### config.mk
export PLATFORM = sky130hd
export DESIGN_NAME = uart_rx_frontend
export DESIGN_NICKNAME = d
export VERILOG_FILES = /design/src/rtl/uart_rx_frontend.sv
export SDC_FILE = /design/constraint.sdc
export NUM_CORES = 1
export LEC_CHECK = 0
export ABC_AREA = 1
export ABC_CLOCK_PERIOD_IN_PS = 1600
export CORE_UTILIZATION = 52
export DETAILED_ROUTE_END_ITERATION = 16
export PLACE_DENSITY_LB_ADDON = 0.12
export SYNTH_ARGS = -nofsm -noshare
export SYNTH_HDL_FRONTEND = slang
export SYNTH_SLANG_ARGS = --single-unit
export TNS_END_PERCENT = 30
### constraint.sdc
create_clock -name clk -period 1.6 [get_ports clk]
set_input_delay 0.24 -clock clk [delete_from_list [all_inputs] [get_ports clk]]
set_output_delay 0.24 -clock clk [all_outputs]
set_load 0.1 [all_outputs]
### src/rtl/uart_rx_frontend.sv
// uart_rx_frontend: synchronise rxd, oversample at 16x and frame 8N1 bytes onto a valid/ready output
module uart_rx_frontend #(
   parameter int DIV_WIDTH = 16
) (
   input  logic                 clk,
   input  logic                 rst,
   input  logic [DIV_WIDTH-1:0] baud_div,
   input  logic                 rx_enable,
   input  logic                 rxd,
   output logic [7:0]           rx_data,
   output logic                 rx_valid,
   input  logic                 rx_ready,
   output logic                 frame_err,
   output logic                 overrun_err,
   output logic                 break_det,
   output logic                 rx_busy
);
   typedef enum logic [2:0] {IDLE, START, DATA, STOP, WAIT_HIGH} state_t;
   localparam logic [DIV_WIDTH-1:0] one = 1;
   state_t state, state_n;
   logic [1:0] sync;
   logic rxd_s, tick, decide, maj, start_det, deliver, ferr, brk, s7, s8;
   logic [DIV_WIDTH-1:0] dcnt, div_m1;
   logic [3:0] scnt;
   logic [2:0] bcnt;
   logic [7:0] sh;
   assign rxd_s = sync[1];
   assign div_m1 = (baud_div == '0) ? '0 : baud_div - one;
   assign tick = dcnt >= div_m1;
   assign decide = tick && scnt == 4'd9;
   assign maj = (s7 & s8) | (s7 & rxd_s) | (s8 & rxd_s);
   assign start_det = state == IDLE && rx_enable && !rxd_s;
   assign rx_busy = state != IDLE;
   // two-flop synchroniser, idles high so reset never looks like a start bit
   always_ff @(posedge clk or posedge rst) begin
      if (rst) sync <= 2'b11;
      else sync <= {sync[0], rxd};
   end
   // divisor/sample counters, phase-aligned to the start edge; majority samples and data shift
   always_ff @(posedge clk or posedge rst) begin
      if (rst) begin
         dcnt <= '0;
         scnt <= '0;
         s7 <= 1'b1;
         s8 <= 1'b1;
         bcnt <= '0;
         sh <= '0;
      end else if (start_det) begin
         dcnt <= '0;
         scnt <= '0;
         bcnt <= '0;
      end else if (tick) begin
         dcnt <= '0;
         scnt <= scnt + 4'd1;
         if (scnt == 4'd7) s7 <= rxd_s;
         if (scnt == 4'd8) s8 <= rxd_s;
         if (decide && state == DATA) begin
            sh <= {maj, sh[7:1]};
            bcnt <= bcnt + 3'd1;
         end
      end else dcnt <= dcnt + one;
   end
   // state register
   always_ff @(posedge clk or posedge rst) begin
      if (rst) state <= IDLE;
      else state <= state_n;
   end
   // next state and stop-bit outcome
   always_comb begin
      state_n = state;
      deliver = 1'b0;
      ferr = 1'b0;
      brk = 1'b0;
      if (!rx_enable) state_n = IDLE;
      else
         case (state)
            IDLE:      if (!rxd_s) state_n = START;
            START:     if (decide) state_n = maj ? IDLE : DATA;
            DATA:      if (decide && bcnt == 3'd7) state_n = STOP;
            STOP:
               if (decide) begin
                  state_n = maj ? IDLE : WAIT_HIGH;
                  deliver = maj;
                  brk = !maj && sh == 8'h00;
                  ferr = !maj && sh != 8'h00;
               end
            WAIT_HIGH: if (rxd_s) state_n = IDLE;
            default:   state_n = IDLE;
         endcase
   end
   // output holding register, handshake and one-cycle error pulses
   always_ff @(posedge clk or posedge rst) begin
      if (rst) begin
         rx_data <= '0;
         rx_valid <= 1'b0;
         frame_err <= 1'b0;
         overrun_err <= 1'b0;
         break_det <= 1'b0;
      end else begin
         frame_err <= ferr;
         break_det <= brk;
         overrun_err <= deliver && rx_valid && !rx_ready;
         if (deliver && (!rx_valid || rx_ready)) begin
            rx_data <= sh;
            rx_valid <= 1'b1;
         end else if (rx_ready) rx_valid <= 1'b0;
      end
   end
endmodule

==> results of run 1 <==
-- power by group through the flow --
stage	Combinational [µW]	Clock, µW	Sequential, µW
6_report	1500	941	1490
5_1_grt	1670	1010	1500
4_1_cts	1330	952	1480
3_5_place_dp	1250	0	1480
3_3_place_gp	1230	0	1480
2_1_floorplan	732	0	1470
-- cells in the mapped netlist (all sizes together) --
library cell,n
xor2,10
inv,52
nor3,12
or4,1
dfstp,4
clkbuf,1
nand2,123
nand3,24
dfrtp,46
buf,3
xnor2,1
and3,2
ha,24
nor2,46
a21oi,15
nor4,3
o21a,2
nand4,16
o31ai,3
or2,4
o21ai,24
o41ai,1
-- cell families after synthesis --
family                   after synthesis
buffers and inverters                 56
AND/OR/NAND/NOR                      231
AO/OA/AOI/OAI                         45
XOR/XNOR                              11
flip-flops                            50
adder cells (fa/ha/maj)               24
-- layer usage --
layer | wire length [µm] | part of all wire, % | vias up | global-route usage (%)
li1 | - | - | 1580 | -
met1 | 3830 | 43 | 1527 | 35.5
met2 | 4390 | 49 | 104 | 44.7
met3 | 406 | 4.6 | 30 | 3.26
met4 | 272 | 3.1 | 0 | 8.04
met5 | 0 | 0 | - | 0
-- flip-flops by register name, summed over array words and instances, names as in the netlist --
| register | flops |
|---|---|
| state | 3 |
| break_det | 1 |
| frame_err | 1 |
| sync | 2 |
| s8 | 1 |
| bcnt | 3 |
| s7 | 1 |
| scnt | 4 |
| dcnt | 16 |
| overrun_err | 1 |
| sh | 8 |
| rx_data | 8 |
| rx_valid | 1 |
-- through the flow --
| stage | power (µW) | instance area, µm² | setup slack [ns] |
|---|---|---|---|
| 2_1_floorplan | 2210 | 3240 | -0.881 |
| 6_report | 3930 | 4790 | -1.05 |
| 3_3_place_gp | 2700 | 4200 | -1.46 |
| 5_1_grt | 4180 | 4790 | -1.20 |
| 3_5_place_dp | 2730 | 4200 | -1.54 |
| 4_1_cts | 3760 | 4600 | -0.944 |
-- layout by cell type, fill, tap and decap left out, types with 14 or more instances in the layout --
cell type | synthesis | final
nand2_2 | 2 | 18
buf_12 | 0 | 16
buf_4 | 1 | 56
nand2_1 | 119 | 98
dfrtp_1 | 46 | 45
inv_1 | 44 | 38
nand4_1 | 15 | 15
ha_1 | 24 | 14
nor2_1 | 38 | 27
nand3_1 | 23 | 20
-- layout make-up --
| class | instances | share of cell area [%] |
|---|---|---|
| clock inverter | 3 | 1.02 |
| sequential | 50 | 26.2 |
| inverter | 52 | 4.38 |
| clock buffer | 5 | 1.44 |
| multi-input combinational | 312 | 44.2 |
| timing repair buffer | 101 | 20.6 |
| tap | 75 | 1.96 |
| timing repair inverter | 1 | 0.157 |
-- critical path, cell delays in order --
cell and delay [ns]:
buf_2 0.11, buf_6 0.11, nor2_4 0.11, nand2_2 0.08, nor2_1 0.16, inv_1 0.12
nor2_1 0.14, and3_4 0.25, inv_6 0.06, nand3_1 0.08, ha_1 0.18, nand4_1 0.20
nor3_4 0.22, nand2_2 0.09, nand2_4 0.11, nand2_4 0.08, nor2_4 0.17, clkinvlp_4 0.19
nand2_1 0.10, nand2_1 0.05
-- worst max-delay path by stage --
stage | slack, ns | start | to | cells after the start
after floorplan | -0.88 | baud_div[4] | sh[2] | 19
after global placement | -1.46 | baud_div[4] | state[0] | 19
after detailed placement | -1.54 | baud_div[4] | s7 | 17
after CTS | -0.94 | baud_div[3] | sh[5] | 19
after global routing | -1.20 | baud_div[4] | sh[4] | 19
final | -1.05 | baud_div[4] | sh[4] | 20
-- repair_timing --
action | in CTS | in global routing
gates cloned | 3 | 0
endpoints found under the setup margin | 49 | 49
pin swaps | 40 | 37
gates resized for setup | 93 | 55
setup buffers | 7 | 4
==> results.json, run 1 <==
{
  "initial_utilization_pct": 54.2,
  "grt_max_degree": 21,
  "r2r_slack_ns": -0.45,
  "rr_startpoint": "dcnt[2]",
  "multi_input_area_mm2": 0.00212,
  "avgSynthCellArea_um2": 7.74,
  "syn_inst": 417,
  "start_kind": "input port",
  "period_needed_ns": 2.65,
  "cts.hold.buffers_added": 0,
  "rr_worst_depth": 15,
  "synth_top_family_by_area": "simple AND/OR/NAND/NOR gates",
  "p_per_area_mw_per_mm2": 820,
  "p_switching_uw": 1430,
  "crit_arrival_ns": 2.87,
  "routed_wl_mm": 8.89,
  "grt.total_usage_pct": 26.4,
  "drive_above_1_share_pct": 39.7,
  "rsz0062_at_grt": "true",
  "ant_nets": 0,
  "muxShareOfSynthArea_pct": 0,
  "port_buffers": 33,
  "critPathMaxFanout": 8,
  "area_delta_synth_final_pct": 48.5,
  "p_seq_share_pct": 37.8,
  "ys_types": 36,
  "clock_latency_ns": 0.32,
  "finalHoldViolCount": 0,
  "finalNetCount": 568,
  "dr.pass1.iters": 4,
  "synth-simple-area-share_pct": 33.9,
  "maxCapViolCount": 0,
  "gp_congestion": 0.880,
  "synth_area_mm2": 0.00323,
  "die_area_mm2": 0.00653,
  "tightest_slew_ns": 0.432,
  "internal_power_uw": 2500,
  "grt_first_pass_wirelength_mm": 13.4,
  "vias": 3241,
  "cp.required_ns": 1.82,
  "remaining_drc_errors": 0,
  "path_clk_slew_ns": 0.11,
  "post-route-util_pct": 80.5,
  "n_fill_cell": 352,
  "io_pins": 34,
  "fin_crit_sh_pct": 165,
  "vias_per_cell": 5.41,
  "r2r-end": "sh[4]",
  "synth_top_area_share_pct": 35.7,
  "cts_buffer_depth": 2,
  "instances_no_fill": 599,
  "yosys.area.top_type": "dfrtp_1",
  "report.final.setup_viol": 48,
  "die_y_um": 80.8,
  "skew_ns": 0.0124,
  "switching_share_pct": 36.4,
  "crit_type": "in2reg",
  "antenna_found_initial": 0,
  "max_freq_ghz": 0.378,
  "worstSetupEndpointType": "register",
  "dp.cells": 577,
  "cts_tree": "built",
  "status": "finished with violations",
  "ir_worst_vdd_v": 0.00132,
  "die_w_um": 80.8,
  "setup_tns_ns": -45.62,
  "std_cell_rows": 28,
  "yosysWarnings": 0,
  "htreeDepth": 2,
  "layout_setup_ws_ns": -1.05,
  "timing.hold.ws_ns": 0.208,
  "violations": "negative setup slack",
  "yosysSeqAreaShare_pct": 38.9,
  "coreArea_mm2": 0.00596,
  "synth-compound-area-share_pct": 7.83,
  "numCtsBuffers": 5,
  "cts.sinks": 50,
  "synth_xor_area_share_pct": 2.98,
  "power_frac_comb_pct": 38.3,
  "synth-seq-cells": 50,
  "grt_pass1_vias": 3015,
  "ys_top_cells_by_area": "dfrtp_1 36%, nand2_1 14%, ha_1 9.3%, inv_1 5.1%, nor2_1 4.4%",
  "drtIter0Drc": 241,
  "diodes": 0,
  "regArea_mm2": 0.00126,
  "slew_violations": 0,
  "root_buffer": "clkbuf_8",
  "max-slew-margin-rel_pct": 70.9,
  "synthesis.nets": 462,
  "p_leak_uw": 0.00236,
  "grt_overflow": 0,
  "drt-wirelength-per-cell_um": 14.8,
  "synth_adder_area_share_pct": 9.30,
  "pwr-share-clk_pct": 23.9,
  "min_path_type": "in2async",
  "hpwl_mm": 5.51
}
No activity file was read; power rests on OpenSTA's default activity.
==> inputs of run 2 (changes only) <==
CAP_MARGIN = 20   (was unset)
CORE_UTILIZATION = 50   (was 52)
==> run 2 against run 1 <==
Effect of this change:
- wire length down 5.1%
- worst hold slack improved by 0.0021 ns
- non-clock buffer count rose by 2
- sequential cell count did not move
- the flow still finishes with violations (negative setup slack)
- total power fell by 0.71%
- clock-buffer cell count did not move
==> results.json, run 2 (synthesized netlist as in run 1, its figures left out) <==
{
  "period_needed_ns": 2.50,
  "cts_buffer_depth": 2,
  "finalHoldViolCount": 0,
  "hpwl_mm": 5.53,
  "stdcell_area_mm2": 0.00481,
  "htreeDepth": 2,
  "crit_buf_inv": 3,
  "area_delta_synth_final_pct": 48.9,
  "dr.pass1.iters": 5,
  "dpl-instance-area_mm2": 0.00422,
  "slowest_stage": "ha_1",
  "cts.hold.buffers_added": 0,
  "io_pins": 34,
  "diodes": 0,
  "ir_worst_vdd_v": 0.00151,
  "die_area_mm2": 0.00678,
  "die_y_um": 82.4,
  "path_clk_slew_ns": 0.09,
  "start_kind": "input port",
  "routed_wl_mm": 8.44,
  "initial_utilization_pct": 53.3,
  "path_cells": "clkdlybuf4s15_1, nor2_2, nand3_2, nor2_1, inv_1, nor2_1, and3_4, nor2_2, ha_1, nand2_1, nor2_2, nor2_2, nand2_1, nand2_1, nand2_1, nand2_2, nand2_4, nand2_4, nor2_4, buf_6, nand2_2, o21ai_2",
  "std_cell_rows": 28,
  "critPathMaxFanout": 8,
  "max_freq_ghz": 0.400,
  "report.final.setup_viol": 48,
  "vias": 3194,
  "max_stage_delay_ns": 0.27,
  "slew_violations": 0,
  "cts.sinks": 50,
  "status": "finished with violations",
  "largest_reg_flops": 16,
  "worstSetupEndpointType": "register",
  "grt_pass1_vias": 3030,
  "cp_top_family": "simple AND/OR/NAND/NOR gates",
  "clock_latency_ns": 0.31,
  "p_leak_uw": 0.00237,
  "final_common_cell": "nand2_1",
  "final_cell_mix": "96 x nand2_1, 63 x buf_4, 45 x dfrtp_1",
  "port_buffers": 33,
  "dp_slack_ns": -1.51,
  "fin_crit_sh_pct": 156,
  "remaining_drc_errors": 0,
  "n_fill_cell": 376,
  "drive_above_1_share_pct": 40.8,
  "drt-wirelength-per-cell_um": 14.1,
  "skew_ns": 0.0108,
  "p_per_area_mw_per_mm2": 812,
  "grt_overflow": 0,
  "tightest_slew_ns": 0.475,
  "timing.hold.ws_ns": 0.210,
  "grt.total_usage_pct": 26.1,
  "layout_setup_ws_ns": -0.897,
  "grt_first_pass_wirelength_mm": 13.4,
  "coreArea_mm2": 0.00606,
  "max-slew-margin-rel_pct": 68.0,
  "finalNetCount": 569,
  "gp_congestion": 0.853,
  "cts_tree": "built",
  "rsz0062_at_grt": "true",
  "vias_per_cell": 5.32,
  "min_path_type": "in2async",
  "numCtsBuffers": 5,
  "crit_arrival_ns": 2.74,
  "drtIter0Drc": 203,
  "die_w_um": 82.4,
  "antenna_found_initial": 0,
  "maxCapViolCount": 0,
  "grt_max_degree": 37,
  "ant_nets": 0,
  "root_buffer": "clkbuf_8",
  "regMostFlops": "dcnt",
  "crit_type": "in2reg",
  "violations": "negative setup slack",
  "cp.required_ns": 1.84,
  "reg_top3": "dcnt (16), rx_data (8), sh (8)"
}
-- run 2: cell count changes in the layout (fill, tap and decap cells not counted), sizes merged --
| cell | delta |
|---|---|
| clkbuf | -3 |
| clkinv | +1 |
| dlygate4sd2 | +2 |
| buf | +1 |
| clkdlybuf4s15 | +2 |
| clkinvlp | -2 |
-- run 2: through the flow --
stage / total power, µW / std cells / util [%] / TNS (ns)
3_3_place_gp: 2700 / 581 / 69.6 / -66.44
6_report: 3900 / 600 / 79.3 / -40.18
3_5_place_dp: 2730 / 581 / 69.6 / -70.16
4_1_cts: 3750 / 595 / 74.8 / -38.66
2_1_floorplan: 2210 / 417 / - / -38.07
5_1_grt: 4150 / 600 / 79.3 / -47.60
-- run 2: worst paths after layout --
check / end / slack [ns] / depth (start not counted) / from
hold / removal: state[2] / 0.21 / 2 / rst
setup reg to reg: sh[3] / -0.35 / 15 / dcnt[3]
min in group clk: sync[0] / 0.33 / 1 / rxd
max in group asynchronous: dcnt[7] / 0.89 / 3 / rst
setup / recovery: sh[3] / -0.90 / 22 / baud_div[8]
hold reg to reg: sync[1] / 0.36 / 0 / sync[0]
-- run 2: report_power, final --
group | internal (µW) | switching [µW]
combinational | 652 | 843
clock | 474 | 447
sequential | 1370 | 121
total | 2490 | 1410
-- run 2: final cells by class --
| cell class | instances | area [µm²] | share of cell area [%] |
|---|---|---|---|
| Clock inverter | 3 | 47.5 | 0.989 |
| Multi-Input combinational cell | 312 | 2130 | 44.4 |
| Tap cell | 75 | 93.8 | 1.95 |
| Sequential cell | 50 | 1260 | 26.2 |
| Timing Repair Buffer | 103 | 998 | 20.8 |
| Clock buffer | 5 | 68.8 | 1.43 |
| Inverter | 52 | 208 | 4.32 |
-- run 2: timing repair --
item	in CTS	in global routing
endpoints found under the setup margin	49	49
setup buffers	4	5
pin swaps	34	43
cloned	2	0
gates resized for setup	79	66
-- run 2: per-layer routing --
layer | vias up | routed length (µm) | global-route usage, %
li1 | 1573 | - | -
met1 | 1509 | 3700 | 33.8
met2 | 100 | 4220 | 45.2
met3 | 12 | 405 | 3.63
met4 | 0 | 108 | 7.37
met5 | - | 0 | 0
